$ cat src/rtl/axi_pkg.sv
// Shared AXI4-Lite definitions, used by the master bridge and by the fabric slaves.
package axi_pkg;

  typedef enum logic [1:0] {
    OKAY   = 2'b00,
    EXOKAY = 2'b01,
    SLVERR = 2'b10,
    DECERR = 2'b11
  } axi_resp_t;

  // Anything but OKAY is an error; a Lite slave should never send EXOKAY.
  function automatic logic resp_is_err(input logic [1:0] resp);
    return resp != OKAY;
  endfunction

endpackage

$ cat src/rtl/axil_master_bridge.sv
// Core load/store port to AXI4-Lite master; one transaction outstanding at a time,
// every AXI output registered so no valid depends combinationally on a slave ready.
module axil_master_bridge
  import axi_pkg::*;
#(
  parameter int ADDR_W = 32,
  parameter int DATA_W = 32
) (
  input  logic                  clk,
  input  logic                  rst_n,
  input  logic                  req_valid,
  output logic                  req_ready,
  input  logic                  req_write,
  input  logic [ADDR_W-1:0]     req_addr,
  input  logic [DATA_W-1:0]     req_wdata,
  input  logic [DATA_W/8-1:0]   req_wstrb,
  output logic                  rsp_valid,
  input  logic                  rsp_ready,
  output logic [DATA_W-1:0]     rsp_rdata,
  output logic                  rsp_err,
  output logic [ADDR_W-1:0]     m_awaddr,
  output logic                  m_awvalid,
  input  logic                  m_awready,
  output logic [DATA_W-1:0]     m_wdata,
  output logic [DATA_W/8-1:0]   m_wstrb,
  output logic                  m_wvalid,
  input  logic                  m_wready,
  input  logic [1:0]            m_bresp,
  input  logic                  m_bvalid,
  output logic                  m_bready,
  output logic [ADDR_W-1:0]     m_araddr,
  output logic                  m_arvalid,
  input  logic                  m_arready,
  input  logic [DATA_W-1:0]     m_rdata,
  input  logic [1:0]            m_rresp,
  input  logic                  m_rvalid,
  output logic                  m_rready
);

  localparam int STRB_W = DATA_W / 8;

  typedef enum logic [2:0] {
    IDLE,
    WR_REQ,
    WR_RESP,
    RD_REQ,
    RD_RESP,
    RSP
  } state_t;

  state_t              state_reg, state_next;
  logic [ADDR_W-1:0]   addr_reg, addr_next;
  logic [DATA_W-1:0]   wdata_reg, wdata_next;
  logic [STRB_W-1:0]   wstrb_reg, wstrb_next;
  logic                awvalid_reg, awvalid_next;
  logic                wvalid_reg, wvalid_next;
  logic                bready_reg, bready_next;
  logic                arvalid_reg, arvalid_next;
  logic                rready_reg, rready_next;
  logic                rsp_valid_reg, rsp_valid_next;
  logic [DATA_W-1:0]   rsp_rdata_reg, rsp_rdata_next;
  logic                rsp_err_reg, rsp_err_next;
  logic                aw_done, w_done;

  always_ff @(posedge clk or negedge rst_n) begin
    if (!rst_n) begin
      state_reg     <= IDLE;
      addr_reg      <= '0;
      wdata_reg     <= '0;
      wstrb_reg     <= '0;
      awvalid_reg   <= 1'b0;
      wvalid_reg    <= 1'b0;
      bready_reg    <= 1'b0;
      arvalid_reg   <= 1'b0;
      rready_reg    <= 1'b0;
      rsp_valid_reg <= 1'b0;
      rsp_rdata_reg <= '0;
      rsp_err_reg   <= 1'b0;
    end else begin
      state_reg     <= state_next;
      addr_reg      <= addr_next;
      wdata_reg     <= wdata_next;
      wstrb_reg     <= wstrb_next;
      awvalid_reg   <= awvalid_next;
      wvalid_reg    <= wvalid_next;
      bready_reg    <= bready_next;
      arvalid_reg   <= arvalid_next;
      rready_reg    <= rready_next;
      rsp_valid_reg <= rsp_valid_next;
      rsp_rdata_reg <= rsp_rdata_next;
      rsp_err_reg   <= rsp_err_next;
    end
  end

  always_comb begin
    state_next     = state_reg;
    addr_next      = addr_reg;
    wdata_next     = wdata_reg;
    wstrb_next     = wstrb_reg;
    awvalid_next   = awvalid_reg;
    wvalid_next    = wvalid_reg;
    bready_next    = bready_reg;
    arvalid_next   = arvalid_reg;
    rready_next    = rready_reg;
    rsp_valid_next = rsp_valid_reg;
    rsp_rdata_next = rsp_rdata_reg;
    rsp_err_next   = rsp_err_reg;
    // A channel counts as done once its valid is already low or handshakes now.
    aw_done        = !awvalid_reg || m_awready;
    w_done         = !wvalid_reg || m_wready;

    case (state_reg)
      IDLE: begin
        if (req_valid) begin
          addr_next  = req_addr;
          wdata_next = req_wdata;
          wstrb_next = req_wstrb;
          if (req_write) begin
            awvalid_next = 1'b1;
            wvalid_next  = 1'b1;
            state_next   = WR_REQ;
          end else begin
            arvalid_next = 1'b1;
            state_next   = RD_REQ;
          end
        end
      end
      WR_REQ: begin
        if (awvalid_reg && m_awready) awvalid_next = 1'b0;
        if (wvalid_reg && m_wready)   wvalid_next  = 1'b0;
        if (aw_done && w_done) begin
          bready_next = 1'b1;
          state_next  = WR_RESP;
        end
      end
      WR_RESP: begin
        if (m_bvalid) begin
          rsp_err_next   = resp_is_err(m_bresp);
          rsp_rdata_next = '0;
          bready_next    = 1'b0;
          rsp_valid_next = 1'b1;
          state_next     = RSP;
        end
      end
      RD_REQ: begin
        if (m_arready) begin
          arvalid_next = 1'b0;
          rready_next  = 1'b1;
          state_next   = RD_RESP;
        end
      end
      RD_RESP: begin
        if (m_rvalid) begin
          rsp_rdata_next = m_rdata;
          rsp_err_next   = resp_is_err(m_rresp);
          rready_next    = 1'b0;
          rsp_valid_next = 1'b1;
          state_next     = RSP;
        end
      end
      RSP: begin
        if (rsp_ready) begin
          rsp_valid_next = 1'b0;
          state_next     = IDLE;
        end
      end
      default: state_next = IDLE;
    endcase
  end

  assign req_ready = (state_reg == IDLE);
  assign rsp_valid = rsp_valid_reg;
  assign rsp_rdata = rsp_rdata_reg;
  assign rsp_err   = rsp_err_reg;
  assign m_awaddr  = addr_reg;
  assign m_awvalid = awvalid_reg;
  assign m_wdata   = wdata_reg;
  assign m_wstrb   = wstrb_reg;
  assign m_wvalid  = wvalid_reg;
  assign m_bready  = bready_reg;
  assign m_araddr  = addr_reg;
  assign m_arvalid = arvalid_reg;
  assign m_rready  = rready_reg;

endmodule
$ cat config.mk
export PLATFORM = sky130hd
export DESIGN_NAME = axil_master_bridge
export DESIGN_NICKNAME = d
export VERILOG_FILES = /design/src/rtl/axi_pkg.sv /design/src/rtl/axil_master_bridge.sv
export SDC_FILE = /design/constraint.sdc
export NUM_CORES = 1
export LEC_CHECK = 0
export ABC_AREA = 1
export BUFFER_PORTS_ARGS = -buffer_cell sky130_fd_sc_hd__buf_2
export CAP_MARGIN = 40
export CORE_MARGIN = 4
export CORE_UTILIZATION = 48
export DETAILED_ROUTE_END_ITERATION = 12
export PLACE_DENSITY_LB_ADDON = 0.1
export RECOVER_POWER = 100
export SYNTH_ARGS = -nofsm -noshare
export SYNTH_HDL_FRONTEND = slang
export SYNTH_SLANG_ARGS = --single-unit
$ cat constraint.sdc
create_clock -name clk -period 2.15 [get_ports clk]
set_input_delay 0.1075 -clock clk [delete_from_list [all_inputs] [get_ports clk]]
set_output_delay 0.1075 -clock clk [all_outputs]
set_load 0.05 [all_outputs]
==> After elaboration in Yosys (flattened, before gate mapping) <==
Cells that the tools add are included.
{ "op_classes": {"n_eq_ne": 15, "n_reduce_logical": 25, "n_mux": 34} }
{ "ops": {"columns": ["op", "n"], "rows": [
  ["32-bit 2-to-1 mux", 2],
  ["32-bit one-hot mux with 2 select lines", 1],
  ["3-bit 2-to-1 mux", 6],
  ["2-bit != test, second input constant", 9],
  ["3-bit one-hot mux with 6 select lines", 1],
  ["1-bit 2-to-1 mux", 16],
  ["4-bit AND reduction", 4],
  ["2-bit nonzero test", 7],
  ["1-bit one-hot mux with 2 select lines", 6],
  ["3-bit AND reduction", 3],
  ["3-bit by 2-bit equality test with 1-bit output, second input constant", 2],
  ["3-bit equality test, second input constant", 2],
  ["6-bit AND reduction", 1],
  ["3-bit by 1-bit equality test with 1-bit output, second input constant", 1],
  ["1-bit logical AND", 3],
  ["3-bit logical NOT", 1],
  ["1-bit one-hot mux with 3 select lines", 1],
  ["3-bit nonzero test", 1],
  ["1-bit logical NOT", 2],
  ["1-bit logical OR", 2],
  ["2-bit 2-to-1 mux", 1],
  ["2-bit by 1-bit != test with 1-bit output, second input constant", 1],
  ["2-bit AND reduction", 1]
]} }
{ "word_totals": {"out_inout_bits": 140, "in_bits": 114, "register_bits": 110, "word_cells": 86} }

==> Depth between registers and ports, before layout <==
Gate-level depths: netlist of the first run.
{ "logic_depth": {"word_depth": 5, "mapped_depth": 10, "mapped_depth_nobuf": 9} }

==> Worst setup path after synthesis of the first run <==
OpenSTA, ideal clock, no wires.
{ "synth_path": {"path_kind": "register to register", "startpoint": "reg state_reg[1]", "endpoint": "reg addr_reg[10], in the netlist m_araddr[10]", "path_buffers": 2, "period_less_slack_ps": 1496, "setup_slack_ps": 654, "required_time_ps": 2032, "setup_ps": 118, "t_arrival_ps": 1378, "stages_incl_launch_ff": 9, "cell_sequence": "dfrtp_1 -> nor2_4 -> nand2_1 -> inv_2 -> nand2_4 -> buf_6 -> buf_4 -> nand2_1 -> nand2_1"} }
{ "synth_via": {"elab_chain_cells": 2} }
{ "synth_rtl": {"columns": ["item", "line_no", "rtl"], "rows": [
  ["start: declaration", "axil_master_bridge.sv:51", "state_t state_reg, state_next;"],
  ["start signal: assignment", "axil_master_bridge.sv:80", "state_reg <= state_next;"],
  ["3-bit logical NOT", null, null],
  ["net req_ready", "axil_master_bridge.sv:12", "output logic req_ready,"],
  ["2-bit AND reduction (no line)", null, null],
  ["end signal: assignment", "axil_master_bridge.sv:81", "addr_reg <= addr_next;"],
  ["end: declaration", "axil_master_bridge.sv:52", "logic [ADDR_W-1:0] addr_reg, addr_next;"]
]} }
The timed path passes the listed nets, and every way through them passes these cells.
A chain may end at the register's enable or synchronous reset.

==> Worst setup path in the final report of the first run <==
{ "layout_path": {"startpoint": "reg state_reg[1]", "endpoint": "reg wdata_reg[1], in the netlist m_wdata[1]"} }
{ "layout_via": {"elab_chain_cells": 2} }
{ "layout_rtl": {"columns": ["item", "line_no", "rtl"], "rows": [
  ["3-bit logical NOT", "axil_master_bridge.sv:112", "case (state_reg)"],
  ["2-bit AND reduction (no line)", null, null],
  ["end signal: assignment", "axil_master_bridge.sv:82", "wdata_reg <= wdata_next;"],
  ["end: declaration", "axil_master_bridge.sv:53", "logic [DATA_W-1:0] wdata_reg, wdata_next;"]
]} }
No other way between the ends.

==> results.yml, run 1 <==
worst_setup_path:
  arrival_ps: 2120
  path_cells: "nor2_1 -> nand2_1 -> inv_1 -> nand2_4 -> inv_4 -> buf_12 -> nand2_1 -> nand2_1"
  cpMostUsedCell: "nand2_1"
  crit_type: "register to register"
  cp_max_fo: 41
  ff2ff_setup_slack_ps: 320
  endpoint_kind: "register"
  cp_top_family: "simple AND/OR/NAND/NOR gates"
  worstPathRequired_ps: 2440
  slowest_delay_ps: 450
  crit_path_start_kind: "register"
  cp_slowest_cell: "dfrtp_1"
  worst-path-buf-inv: 3
logic_synthesis:
  synth_seq_cells: 110
  synth.distinct_cells: 23
  syn_area_per_cell_um2: 8.63
  postSynthCellCount: 541
  ys_warn_count: 0
  syn_nets: 655
  seq_area_frac_synth: 0.589
  synth_area_um2: 4670
route:
  wire_per_inst_um: 14.0
  drc: 0
  drt_first_pass_iters: 4
  vias: 4651
  totalWireLength_mm: 13.8
  vias_per_cell: 4.70
  ant_nets: 0
  drt_iter0_drc: 235
timing:
  finalHoldViolCount: 0
  setup_violations: 0
  fmax_mhz: 545
  rsz0062_at_grt: "no"
  relSlewSlack: 0.343
  period_minus_slack_ps: 1830
  finalCritPeriodShare: 0.853
  tightest_slew_ps: 986
  skew_ps: 14.5
  drv_slew: 0
  setup_tns_ps: 0
clock_tree:
  cts_hold_buf: 97
  cts_root_buf: "clkbuf_8"
  h-tree-depth: 3
  numCtsBuffers: 9
  cts_tree: "yes"
  clock_sinks: 110
  cts_buffer_depth: 2
  postCtsSetupRepairBufs: 0
  worst_skew_pair.late_latency_ps: 360
  clk_pin_slew_ps: 100
  cts-resized-gates: 0
grt:
  gr-total-overflow: 0
  first_global_vias: 4630
  grt_max_degree: 44
  antenna_found_initial: 0
  track_usage: 0.247
  grt_pass1_wl_mm: 22.6
finish:
  antennaDiodeCount: 0
  mostFrequentLayoutCells: "262 x nand2_1, 142 x clkbuf_1, 113 x buf_2, 110 x dfrtp_1, 97 x dlygate4sd3_1"
  layout_commonest_cell: "nand2_1"
  layout-drive-gt1-share: 0.161
  area_growth_pct: 44.3
  fin_nets: 970
  final_cell_count_no_fill: 990
run_status:
  outcome: "complete, no violations"
floorplanning:
  die_h_um: 107
  initial_core_util: 0.498
  die_area_um2: 11400
  die_w_um: 107
  core_region_area_um2: 9370
  ioPinCount: 254
  num_rows: 35
placed_design:
  hpwl_mm: 9.16
  place_inst: 877
  io_buffers: 253
  place.gp.congestion: 0.914
hold_path:
  hold_class: "input pin to register"
job:
  maxCapViolCount: 0
[final timing paths]
check	startpoint	to	cells after the start
max	state_reg[1]	m_wdata[1]	8
min	m_rdata[4]	rsp_rdata[4]	3
max reg2reg	state_reg[1]	m_wdata[1]	8
min reg2reg	m_wdata[2]	m_wdata[2]	2
max in group asynchronous	rst_n	rsp_rdata[19]	3
min in group asynchronous	rst_n	state_reg[1]	2
[per-stage QoR]
step,utilization,cell area [µm²],hold slack [ps],setup WS (ps)
finish,0.719,6740,23.0,316
global route,0.719,6740,22.6,127
CTS,0.741,6940,2.86,412
detailed placement,0.618,5800,127,425
global placement,0.618,5800,126,508
floorplan,-,4670,-188,654
[Yosys cell counts]
cell type / number / share of area
dfrtp_1: 110 / 0.59
a31oi_1: 1 / 0.0013
a21oi_1: 2 / 0.0021
nor2_4: 1 / 0.0024
nand2_1: 262 / 0.21
nor2_1: 6 / 0.0048
inv_2: 2 / 0.0016
nand3b_1: 1 / 0.0016
buf_6: 6 / 0.014
o21a_1: 2 / 0.0032
o21ai_0: 26 / 0.028
clkbuf_1: 2 / 0.0016
nand4_1: 3 / 0.0040
nand2_4: 1 / 0.0024
buf_2: 12 / 0.013
nand3_1: 9 / 0.0096
nand2_2: 1 / 0.0013
inv_4: 1 / 0.0013
nor3_1: 1 / 0.0011
buf_4: 33 / 0.053
nand3_4: 1 / 0.0038
inv_1: 47 / 0.038
o21ai_1: 11 / 0.012
[kinds of logic (layout without fill, tap and decap cells)]
family	after synthesis	count (layout)	share of synthesized area
buffers and inverters	103	423	0.123
AOI/OAI and AO/OA	42	42	0.0463
and+or+nand+nor	286	286	0.242
DFF	110	110	0.589
[routing by layer]
layer	vias to the layer above	track usage	part of all wire
met3	40	0.0536	0.080
li1	2223	-	-
met1	2159	0.300	0.39
met2	229	0.428	0.50
met5	-	0	0
met4	0	0.103	0.032
[cell type report]
type                       instances  area (µm²)
clock inverter                     4        32.5
fill                             828        2630
timing repair buffer             357        2120
inverter                          50         190
multi-input combinational        328        1340
tap                              129         161
sequential                       110        2750
clock buffer                      12         145
[tightest hold or removal path: cells and delay by family]
family / cells / cell delay, ps
compound gates: 1 / 80
buf+inv: 2 / 130
Power of run 1 is not shown: default switching activity piles up to over one toggle a cycle in this logic, so the estimate is an artifact.
==> run 2, diff against run 1 <==
CELL_PAD_IN_SITES_DETAIL_PLACEMENT = 0   (was not set)
CELL_PAD_IN_SITES_GLOBAL_PLACEMENT = 1   (was not set)
CORE_UTILIZATION = 34   (was 48)
==> run 2 against run 1 <==
Net effect:
- core utilization down 21 points
- clock skew fell by 6.5 ps
- critical endpoint is now req_ready
- flip-flop and latch count stayed put
- final cell count rose by 3.7%
- global-route usage is 7.4 points lower
- register-to-register slack better by 100 ps
- highest routed layer is now met5
- critical path type is now register to output pin
- via count decreased by 3.5%
- die area is 38% higher
- fmax rose by 2.6%
==> results.yml, run 2 (synthesized netlist as in run 1, its figures left out) <==
run_status:
  outcome: "complete, no violations"
job:
  maxCapViolCount: 0
route:
  ant_nets: 0
  drt_first_pass_iters: 4
  vias_per_cell: 4.37
  wire_per_inst_um: 13.3
  totalWireLength_mm: 13.7
  drc: 0
  vias: 4490
  drt_iter0_drc: 156
worst_setup_path:
  arrival_ps: 1680
  startpoint: "state_reg[2]"
  rr_startpoint: "state_reg[2]"
  crit_type: "register to output pin"
  endpoint_kind: "output pin"
  crit_path_start_kind: "register"
  cp_max_fo: 9
  worstPathRequired_ps: 2040
timing:
  fmax_mhz: 560
  setup_tns_ps: 0
  tightest_slew_ps: 994
  timing.hold.ws_ps: 9.08
  rsz0062_at_grt: "no"
  finalHoldViolCount: 0
  finalCritPeriodShare: 0.831
  period_minus_slack_ps: 1790
  skew_ps: 7.99
  setup_violations: 0
  drv_slew: 0
  relSlewSlack: 0.337
floorplanning:
  die_h_um: 125
  die_area_um2: 15700
  die_w_um: 125
  initial_core_util: 0.350
  ioPinCount: 254
  core_region_area_um2: 13300
  num_rows: 42
finish:
  layout-drive-gt1-share: 0.160
  layout_commonest_cell: "nand2_1"
  area_growth_pct: 46.6
  fin_nets: 960
  antennaDiodeCount: 0
  final_cell_count_no_fill: 1027
  mostFrequentLayoutCells: "264 x nand2_1, 144 x clkbuf_1, 112 x buf_2, 110 x dfrtp_1, 86 x dlygate4sd3_1"
  nFillCells: 1389
placed_design:
  hpwl_mm: 9.59
  place.gp.congestion: 0.775
  place_inst: 925
  io_buffers: 253
grt:
  met3_usage: 0.0499
  antenna_found_initial: 1
  grt_busiest_layer: "met2"
  track_usage: 0.173
  grt_max_degree: 70
  grt.met1_usage: 0.208
  gr-total-overflow: 0
  first_global_vias: 4602
  grt_pass1_wl_mm: 22.4
  grt_use_met2: 0.289
clock_tree:
  clock_sinks: 110
  cts-resized-gates: 0
  worst_skew_pair.late_latency_ps: 340
  cts_tree: "yes"
  postCtsSetupRepairBufs: 0
  cts_buffer_depth: 2
  numCtsBuffers: 9
  clk_pin_slew_ps: 70
  h-tree-depth: 3
  cts_root_buf: "clkbuf_16"
hold_path:
  hold_class: "input pin to register"
  hp-start: "m_rdata[5]"
[run 2: repair_timing]
action,CTS,global route
endpoints found under the setup margin,0,0
hold buffers,86,0
hold endpoints to repair,120,0
[run 2: area by class of cell]
class	count	area, µm²	area share
timing repair buffer	347	2040	0.297
sequential	110	2750	0.402
clock buffer	14	274	0.0400
tap	176	220	0.0322
multi-input combinational	328	1340	0.195
clock inverter	2	38.8	0.00566
inverter	50	190	0.0278
[run 2: final timing paths]
| check | to | slack, ps | cells past startpoint |
|---|---|---|---|
| min in group asynchronous | m_araddr[15] | 460 | 2 |
| worst min register to register | m_wdata[8] | 480 | 2 |
| worst max-delay path | req_ready | 360 | 4 |
| worst min-delay path | rsp_rdata[5] | 9 | 3 |
| worst max register to register | m_araddr[4] | 420 | 8 |
| max in group asynchronous | m_wdata[11] | 550 | 3 |
[run 2: critical path: stages, from the launching register on]
cell and delay, ps:
dfrtp_1 470, inv_1 180, nand2_1 90, inv_1 80
clkbuf_1 520
[run 2: metal layers]
metal  share of wire  up-vias
met4           0.034        2
met5         0.00058        -
met3           0.082       32
li1                -     2211
met1            0.41     2070
met2            0.47      175
[run 2: metrics by stage]
stage                     setup slack (ps)  cell area, µm²  utilization
final                                  363            6850        0.513
after global routing                   225            6850        0.513
after CTS                              537            7050        0.528
after detailed placement               522            5870        0.440
after global placement                 554            5870        0.440
after floorplan                        654            4670            -
Power of run 2 is left out for the same reason.
